### config.mk
export PLATFORM = sky130hd
export DESIGN_NAME = shift_register_piso_stream
export DESIGN_NICKNAME = d
export VERILOG_FILES = /design/src/rtl/shift_register_piso_stream.sv
export SDC_FILE = /design/constraint.sdc
export NUM_CORES = 1
export LEC_CHECK = 0
export ABC_AREA = 1
export CAP_MARGIN = 0
export CORE_MARGIN = 2
export CORE_UTILIZATION = 43
export DETAILED_ROUTE_END_ITERATION = 7
export PLACE_DENSITY = 0.68
export REMOVE_ABC_BUFFERS = 1
export SETUP_SLACK_MARGIN = 0.5
export SKIP_CTS_REPAIR_TIMING = 1
export SLEW_MARGIN = 20
export SYNTH_ARGS = -nofsm -noshare
export SYNTH_HDL_FRONTEND = slang
export SYNTH_SLANG_ARGS = --single-unit
### constraint.sdc
create_clock -name clk_i -period 1.4 [get_ports clk_i]
set_input_delay 0.28 -clock clk_i [delete_from_list [all_inputs] [get_ports clk_i]]
set_output_delay 0.28 -clock clk_i [all_outputs]
set_load 0.05 [all_outputs]
### src/rtl/shift_register_piso_stream.sv
// Parallel-in serial-out shift register with a valid/ready load handshake.
// A word is shifted out LANES bits per beat. last_o flags the final beat.
// A new word can load on the same edge that consumes the final beat, so
// frames can stream back to back with no idle cycle between them.
module shift_register_piso_stream #(
  parameter int unsigned WIDTH     = 8,
  parameter int unsigned LANES     = 1,
  parameter bit          MSB_FIRST = 1'b0,
  parameter bit          COVER     = 1'b0
) (
  input  logic             clk_i,
  input  logic             rst_i,
  input  logic             load_valid_i,
  output logic             load_ready_o,
  input  logic [WIDTH-1:0] value_i,
  input  logic             advance_i,
  output logic [LANES-1:0] bits_o,
  output logic             bits_valid_o,
  output logic             last_o
);

  localparam int unsigned BEATS = WIDTH / LANES;
  localparam int unsigned CNT_W = $clog2(BEATS + 1);
  localparam logic [CNT_W-1:0] BEATS_C = CNT_W'(BEATS);
  localparam logic [CNT_W-1:0] ONE_C   = CNT_W'(1);

  // Refuse to build a configuration where the lanes do not tile the word.
  if ((LANES == 0) || (WIDTH % LANES != 0)) begin : g_bad_lanes
    $error("shift_register_piso_stream: LANES must divide WIDTH exactly");
  end

  logic [WIDTH-1:0] data;
  logic [CNT_W-1:0] count;   // beats remaining; zero means idle
  logic             load_accept;
  logic             beat_taken;

  // Handshake and status, all decoded straight from the beat counter.
  // The advance_i -> load_ready_o path lets a new word replace the last beat.
  assign bits_valid_o = (count != '0);
  assign last_o       = (count == ONE_C);
  assign load_ready_o = (count == '0) | ((count == ONE_C) & advance_i);
  assign load_accept  = load_valid_i & load_ready_o;
  assign beat_taken   = advance_i & (count != '0);

  // Present the lane at the output end of the data register.
  if (MSB_FIRST) begin : g_msb_out
    assign bits_o = data[WIDTH-1 -: LANES];
  end else begin : g_lsb_out
    assign bits_o = data[LANES-1:0];
  end

  // Counter and datapath: reset, then load, then shift, otherwise hold.
  // Zero fill on each shift leaves data all-zero once the frame drains.
  always_ff @(posedge clk_i) begin
    // NOTE: sequential state uses non-blocking assignments so every register
    // samples the pre-edge values, independent of statement order.
    if (rst_i) begin
      // NOTE: the data register is reset too (it is a register, not a memory),
      // so bits_o reads zero after reset and no aborted frame survives.
      data  <= '0;
      count <= '0;
    end else if (load_accept) begin
      data  <= value_i;
      count <= BEATS_C;
    end else if (beat_taken) begin
      data  <= MSB_FIRST ? (data << LANES) : (data >> LANES);
      count <= count - ONE_C;
    end
  end

`ifdef FORMAL
  localparam bit FV_ON = 1'b1;
`else
  localparam bit FV_ON = COVER;
`endif

  if (FV_ON) begin : g_fv
    // Safety properties on the counter and the handshake.
    a_idle_after_reset : assert property (@(posedge clk_i) rst_i |=> !bits_valid_o);
    a_count_bound      : assert property (@(posedge clk_i) count <= BEATS_C);
    a_no_ready_mid     : assert property (@(posedge clk_i) (count > ONE_C) |-> !load_ready_o);

    if ((WIDTH == 8) && (LANES == 1)) begin : g_cover_b2b
      // Two 0xA5 frames, the second loaded on the final beat of the first.
      c_b2b_a5 : cover property (@(posedge clk_i) disable iff (rst_i)
        (load_accept && (value_i == 8'hA5) && (count == '0))
        ##1 (load_accept && (value_i == 8'hA5) && (count == ONE_C))[->1]);
    end
  end

endmodule
## After elaboration in Yosys (flattened, before gate mapping)

Index checks and enable logic that the tools add are counted.

- Flip-flop bits (word level): 12
- Input bits: 12
- Output and inout bits: 4

- $add $sub $neg: 1
- Eq/ne operators: 1
- Muxes and demuxes: 4
- Bitwise gates (word level): 4
- Reduce and logical (&&, ||, !) cells: 4

Operator list:

| operator | number |
|---|---|
| $mux W8 | 2 |
| $mux W4 | 2 |
| $eq A4 B1 Y1 const B | 1 |
| $logic_not A4 Y1 | 1 |
| $reduce_bool A4 Y1 | 1 |
| $sub A4 B1 Y4 const B | 1 |
| $and A1 B1 Y1 | 3 |
| $reduce_bool A2 Y1 | 1 |
| $reduce_or A2 Y1 | 1 |
| $or A1 B1 Y1 | 1 |

## Longest topological paths before layout

Gate-level depths: netlist (run 1).

- Depth after elaboration: 5
- Depth in mapped cells: 9
- Gate-level depth less buffers: 8

## Worst setup path before layout (run 1)

Ideal clock, no wire load.

- Path type: reg2out
- Start point: reg count[1]
- End point: out last_o
- Arrival time: 1.723 ns
- Required time: 1.120 ns
- Setup slack: -0.603 ns
- Cell stages (with the launch flop): 4
- Buffers on the path: 0
- Path through: dfxtp_1 -> inv_1 -> ha_1 -> nor3b_1

- Cells in the longest elaborated chain, start to end: 1

RTL lines:

| what | line | text |
|---|---|---|
| start: declaration | 33 | `logic [CNT_W-1:0] count;` |
| start signal: assignment | 67 | `count <= count - ONE_C;` |
| $eq A4 B1 Y1 | 40 | `assign last_o = (count == ONE_C);` |
| end: declaration | 19 | `output logic last_o` |

No other way between the ends.

## Worst setup path in the final report (run 1)

- Start point: reg count[2]
- End point: out bits_valid_o

- Cells in the longest elaborated chain, start to end: 1

RTL lines:

| what | line | text |
|---|---|---|
| $reduce_bool A4 Y1 | 39 | `assign bits_valid_o = (count != '0);` |
| end: declaration | 18 | `output logic bits_valid_o,` |

No other way between the ends.

==> results of run 1 <==
metrics by stage:
stage / cells / util / hold slack [ns]
2_1_floorplan: 101 / - / 0.349
3_3_place_gp: 141 / 0.635 / 0.453
3_5_place_dp: 141 / 0.635 / 0.463
4_1_cts: 145 / 0.658 / 0.474
5_1_grt: 162 / 0.890 / 0.507
6_report: 162 / 0.890 / 0.496
worst max-delay path by stage:
stage	startpoint	to	slack, ns	cells after the start
detailed placement	advance_i	load_ready_o	-0.1	4
CTS	count[0]	load_ready_o	-0.28	5
global placement	load_valid_i	count[3]	-0.11	6
global route	count[1]	last_o	-0.21	5
finish	count[2]	bits_valid_o	-0.17	5
floorplan	count[1]	last_o	-0.60	3
kinds of logic (layout without fill, tap and decap cells):
kind of cell             Yosys count  in the layout  synth area share
flip-flops                        12             12             0.324
AO/OA/AOI/OAI                     19             19             0.128
adder cells (fa/ha/maj)            3              3            0.0507
AND/OR/NAND/NOR                   55             56             0.380
buffers and inverters             16             56             0.117
layout make-up:
cell class | count | area, µm² | share of cell area
inverters | 12 | 50.0 | 0.0361
clock buffers | 4 | 36.3 | 0.0261
repair buffers | 40 | 440 | 0.317
multi-input cells | 78 | 589 | 0.425
flip-flops and latches | 12 | 251 | 0.181
well taps | 16 | 20.0 | 0.0144
per-layer routing:
metal,vias up,share of wire,global-route usage
li1,427,-,-
met1,424,0.44,0.233
met2,26,0.51,0.273
met3,9,0.029,0.0357
met4,0,0.022,0.0882
met5,-,0,0
registers in the layout, summed over array words and instances, names as in the netlist:
signal,flops
data,8
count,4
worst max-delay path: cells and delay by family (launching register included):
family	cells	cell delay, ns
AND/OR/NAND/NOR	2	0.23
flip-flops	1	0.37
buffers and inverters	3	0.42
synthesized netlist by cell type (all sizes together):
library cell  number
or2                1
buf                4
o21ai              8
a21oi             11
ha                 3
nand3             15
nand2             18
inv               12
dfxtp             12
nor2              19
nand4              1
nor3b              1
layout by cell type (no fill, tap or decap), drive strengths merged:
cell and count:
a21oi 11, buf 29, clkbuf 4, clkdlybuf4s50 11, dfxtp 12, ha 3
inv 12, nand2 19, nand3 15, nand4 1, nor2 19, nor3b 1
o21ai 8, or2 1
where the power goes:
group	switching (W)	total, W	internal [W]
clock	0.000140	0.000298	0.000158
sequential	0.000136	0.000646	0.000510
combinational	0.00167	0.00334	0.00167
==> flow_summary.toml, run 1 <==
[critical_path]
end_kind = "output pin"
path_cells = "nor2_4 > buf_12 > nand2_8 > buf_6 > buf_12"
r2r_end = "data[3]"
cp.arrival_ns = 1.29
r2r_cells = 11
worst_setup_path_start_kind = "flop"
slowest_stage = "dfxtp_4"
critPathMaxFanout = 4
r2r-start = "count[0]"
critPathRequiredTime_ns = 1.12
cp_common_cell = "buf_12"
slowest_delay_ns = 0.37
reg2reg_slack_ns = -0.05
crit_type = "flop to output pin"

[die]
start_util = 0.475
rows = 14
dieArea_mm2 = 0.00207
fp.dieW_um = 45.5
core_region_area_mm2 = 0.00156
die_h_um = 45.5
io_pins = 16

[global_route]
grt.overflow.total = 0
grt_max_degree = 18
grt_use_total = 0.177
grt_pass1_wl_mm = 2.60
antenna_found_initial = 0
grt_pass1_vias = 610

[drt]
drt-total-wl_mm = 2.59
drt-initial-drc-count = 16
antenna_left = 0
drc = 0
via_per_inst = 5.47
num_vias = 886
dr.pass1.iters = 4
detail_route.wl_per_cell_um = 16.0

[placement]
port_buffers = 15
dp_hpwl_mm = 1.14
post-place-ws_ns = -0.0999
dpl_cell_area_um2 = 990
place.gp.congestion = 0.775

[min_path]
min_to = "count[1]"
hold_path_class = "flop to flop"
min_from = "count[1]"
hold-path-cell-count = 2

[status]
status = "finished, violations left"
violations = "negative setup slack"

[clock_network]
ctsLongestPathBuffers = 2
htree_num_levels = 1
cts_tree = "built"
path_clk_slew_ns = 0.08
clk_latency_ns = 0.29
root_buffer = "clkbuf_4"
cts_made_buffers = 3
cts_num_sinks = 12

[sta]
fin_crit_sh = 1.12
rsz0062_at_grt = "yes"
min_period_ns = 1.57
post-route-worst-setup-slack_ns = -0.174
relSlewSlack = 0.692
hold_viol_final = 0
skew_ns = 0.00973
fmax_mhz = 635
finalMaxSlewViolations = 0
worst_slew_pin_slew_ns = 0.461
fin_setup_tns_ns = -0.585
setup_viol = 7

[synth]
synth-seq-cells = 12
syn_inst = 105
netlist_area_um2 = 741
synth_area_leader_cell = "dfxtp_1"
synth_area_leaders = "dfxtp_1, nor2_1, nand3_1, a21oi_1, nand2_1"
yosysUniqueCellTypes = 17
ys_warn_count = 0
yosysTopAreaCellShare = 0.324
yosysSeqAreaShare = 0.324
syn_avg_cell_area_um2 = 7.05

[pwr]
leakage_nw = 0.580
p_total_w = 0.00428
power_density_mw_per_mm2 = 3090
vdd_drop_max_mv = 2.01

[layout]
final_area_mm2 = 0.00139
n_antenna_cell = 0
nets = 162
drive_gt1_frac = 0.486
fillCellCount = 70
area_growth_syn_to_layout_pct = 87.3

[job]
maxCapViolations = 0
No activity file was read; power rests on OpenSTA's default activity.
==> inputs of run 2 (changes only) <==
==> constraint.sdc (replaced) <==
create_clock -name clk_i -period 1.4 [get_ports clk_i]
set_input_delay 0.28 -clock clk_i [delete_from_list [all_inputs] [get_ports clk_i]]
set_output_delay 0.28 -clock clk_i [all_outputs]
set_load 0.02 [all_outputs]
==> flow_summary.toml, run 2 (synthesis results as in run 1) <==
[status]
status = "finished, violations left"
violations = "negative setup slack"

[clock_network]
root_buffer = "clkbuf_4"
cts_num_sinks = 12
clk_latency_ns = 0.29
ctsLongestPathBuffers = 2
path_clk_slew_ns = 0.08
cts_tree = "built"
cts_made_buffers = 3
htree_num_levels = 1

[die]
die_h_um = 45.5
fp.dieW_um = 45.5
rows = 14
start_util = 0.475
io_pins = 16
core_region_area_mm2 = 0.00156
dieArea_mm2 = 0.00207

[sta]
worst_slew_pin_slew_ns = 0.312
rsz0062_at_grt = "yes"
post-route-worst-setup-slack_ns = -0.0235
min_period_ns = 1.42
hold_viol_final = 0
finalMaxSlewViolations = 0
fin_crit_sh = 1.02
fmax_mhz = 702
skew_ns = 0.0174
relSlewSlack = 0.792
setup_viol = 2

[critical_path]
crit_type = "flop to output pin"
end_kind = "output pin"
cp.arrival_ns = 1.14
cp_common_cell = "nand2_4"
r2r_cells = 9
critPathMaxFanout = 3
critPathRequiredTime_ns = 1.12
r2r_end = "count[3]"
reg2reg_slack_ns = 0.06
slowest_stage = "dfxtp_4"
path_cells = "inv_4 > ha_4 > nand2_4 > nand2_4 > buf_6"
worst_setup_path_start_kind = "flop"
crit_buf_inv = 2
r2r-start = "count[0]"
slowest_delay_ns = 0.38
critPathTopFamily = "flip-flops"

[global_route]
grt_use_total = 0.177
grt_max_degree = 17
antenna_found_initial = 0
grt_pass1_vias = 611
grt_pass1_wl_mm = 2.53
grt.overflow.total = 0

[job]
maxCapViolations = 0

[layout]
nets = 148
fillCellCount = 119
largest_register = "data"
largestRegisters = "data: 8 flops, count: 4 flops"
final_common_cell = "nor2_1"
area_growth_syn_to_layout_pct = 56.6
largest_reg_flops = 8
n_antenna_cell = 0
drive_gt1_frac = 0.439
fin_cells = 148
final_cell_mix = "nor2_1, clkdlybuf4s50_1, inv_1, nand3_1, buf_4"

[pwr]
share_comb_of_total_power = 0.697
clkPwrFrac = 0.098
intPower_w = 0.00160
vdd_drop_max_mv = 1.37
power_frac_seq = 0.205
power_density_mw_per_mm2 = 2600
leakage_nw = 0.475
switchingPower_w = 0.00142
swShare = 0.471

[placement]
post-place-ws_ns = -0.427
place.gp.congestion = 0.743
dp_hpwl_mm = 1.15
placed_cells = 140
port_buffers = 15

[drt]
drc = 0
drt-total-wl_mm = 1.91
num_vias = 788
dr.pass1.iters = 4
via_per_inst = 5.32
antenna_left = 0
detail_route.wl_per_cell_um = 12.9
drt-initial-drc-count = 18

[min_path]
hold_path_class = "flop to flop"
hold-path-cell-count = 2
min_to = "count[1]"
min_from = "count[1]"
[run 2: layout make-up]
type | count | area [µm²] | area share
clock buffers | 4 | 36.3 | 0.0313
inverters | 12 | 50.0 | 0.0432
multi-input cells | 78 | 561 | 0.483
flip-flops and latches | 12 | 248 | 0.214
well taps | 16 | 20.0 | 0.0173
repair buffers | 26 | 245 | 0.211
[run 2: metrics by stage]
step / power [W] / hold slack [ns] / instance area (µm²) / utilization / setup TNS (ns)
after floorplan: 0.00156 / 0.349 / 699 / - / 0
after detailed placement: 0.00207 / 0.471 / 930 / 0.596 / -2.20
after global placement: 0.00204 / 0.453 / 930 / 0.596 / -2.00
after CTS: 0.00237 / 0.482 / 966 / 0.620 / -2.09
after global routing: 0.00322 / 0.517 / 1160 / 0.744 / -0.131
final: 0.00302 / 0.492 / 1160 / 0.744 / -0.0343
[run 2: power groups by stage]
stage	Sequential, W	Combinational (W)	Clock, W
global route	0.000636	0.00227	0.000317
floorplan	0.000591	0.000972	0
detailed placement	0.000588	0.00149	0
global placement	0.000582	0.00146	0
CTS	0.000581	0.00149	0.000299
finish	0.000619	0.00211	0.000296
[run 2: how the worst max path moves through the flow]
stage	from	end	slack (ns)	depth (start not counted)
4_1_cts	count[1]	last_o	-0.59	4
3_5_place_dp	advance_i	load_ready_o	-0.43	4
3_3_place_gp	advance_i	load_ready_o	-0.42	4
2_1_floorplan	count[1]	last_o	0.02	3
6_report	count[0]	load_ready_o	-0.02	5
5_1_grt	count[0]	load_ready_o	-0.07	5
[run 2: tightest hold or removal path, delay by kind of cell, from the launching register on]
family | cells | cell delay, ns
and+or+nand+nor | 1 | 0.07
DFF | 1 | 0.34
AOI/OAI and AO/OA | 1 | 0.05
[run 2: metal layers]
| metal | vias up | share of wire | track usage |
|---|---|---|---|
| li1 | 397 | - | - |
| met3 | 4 | 0.032 | 0.0476 |
| met5 | - | 0 | 0 |
| met4 | 0 | 0.019 | 0.106 |
| met2 | 16 | 0.52 | 0.285 |
| met1 | 371 | 0.43 | 0.209 |
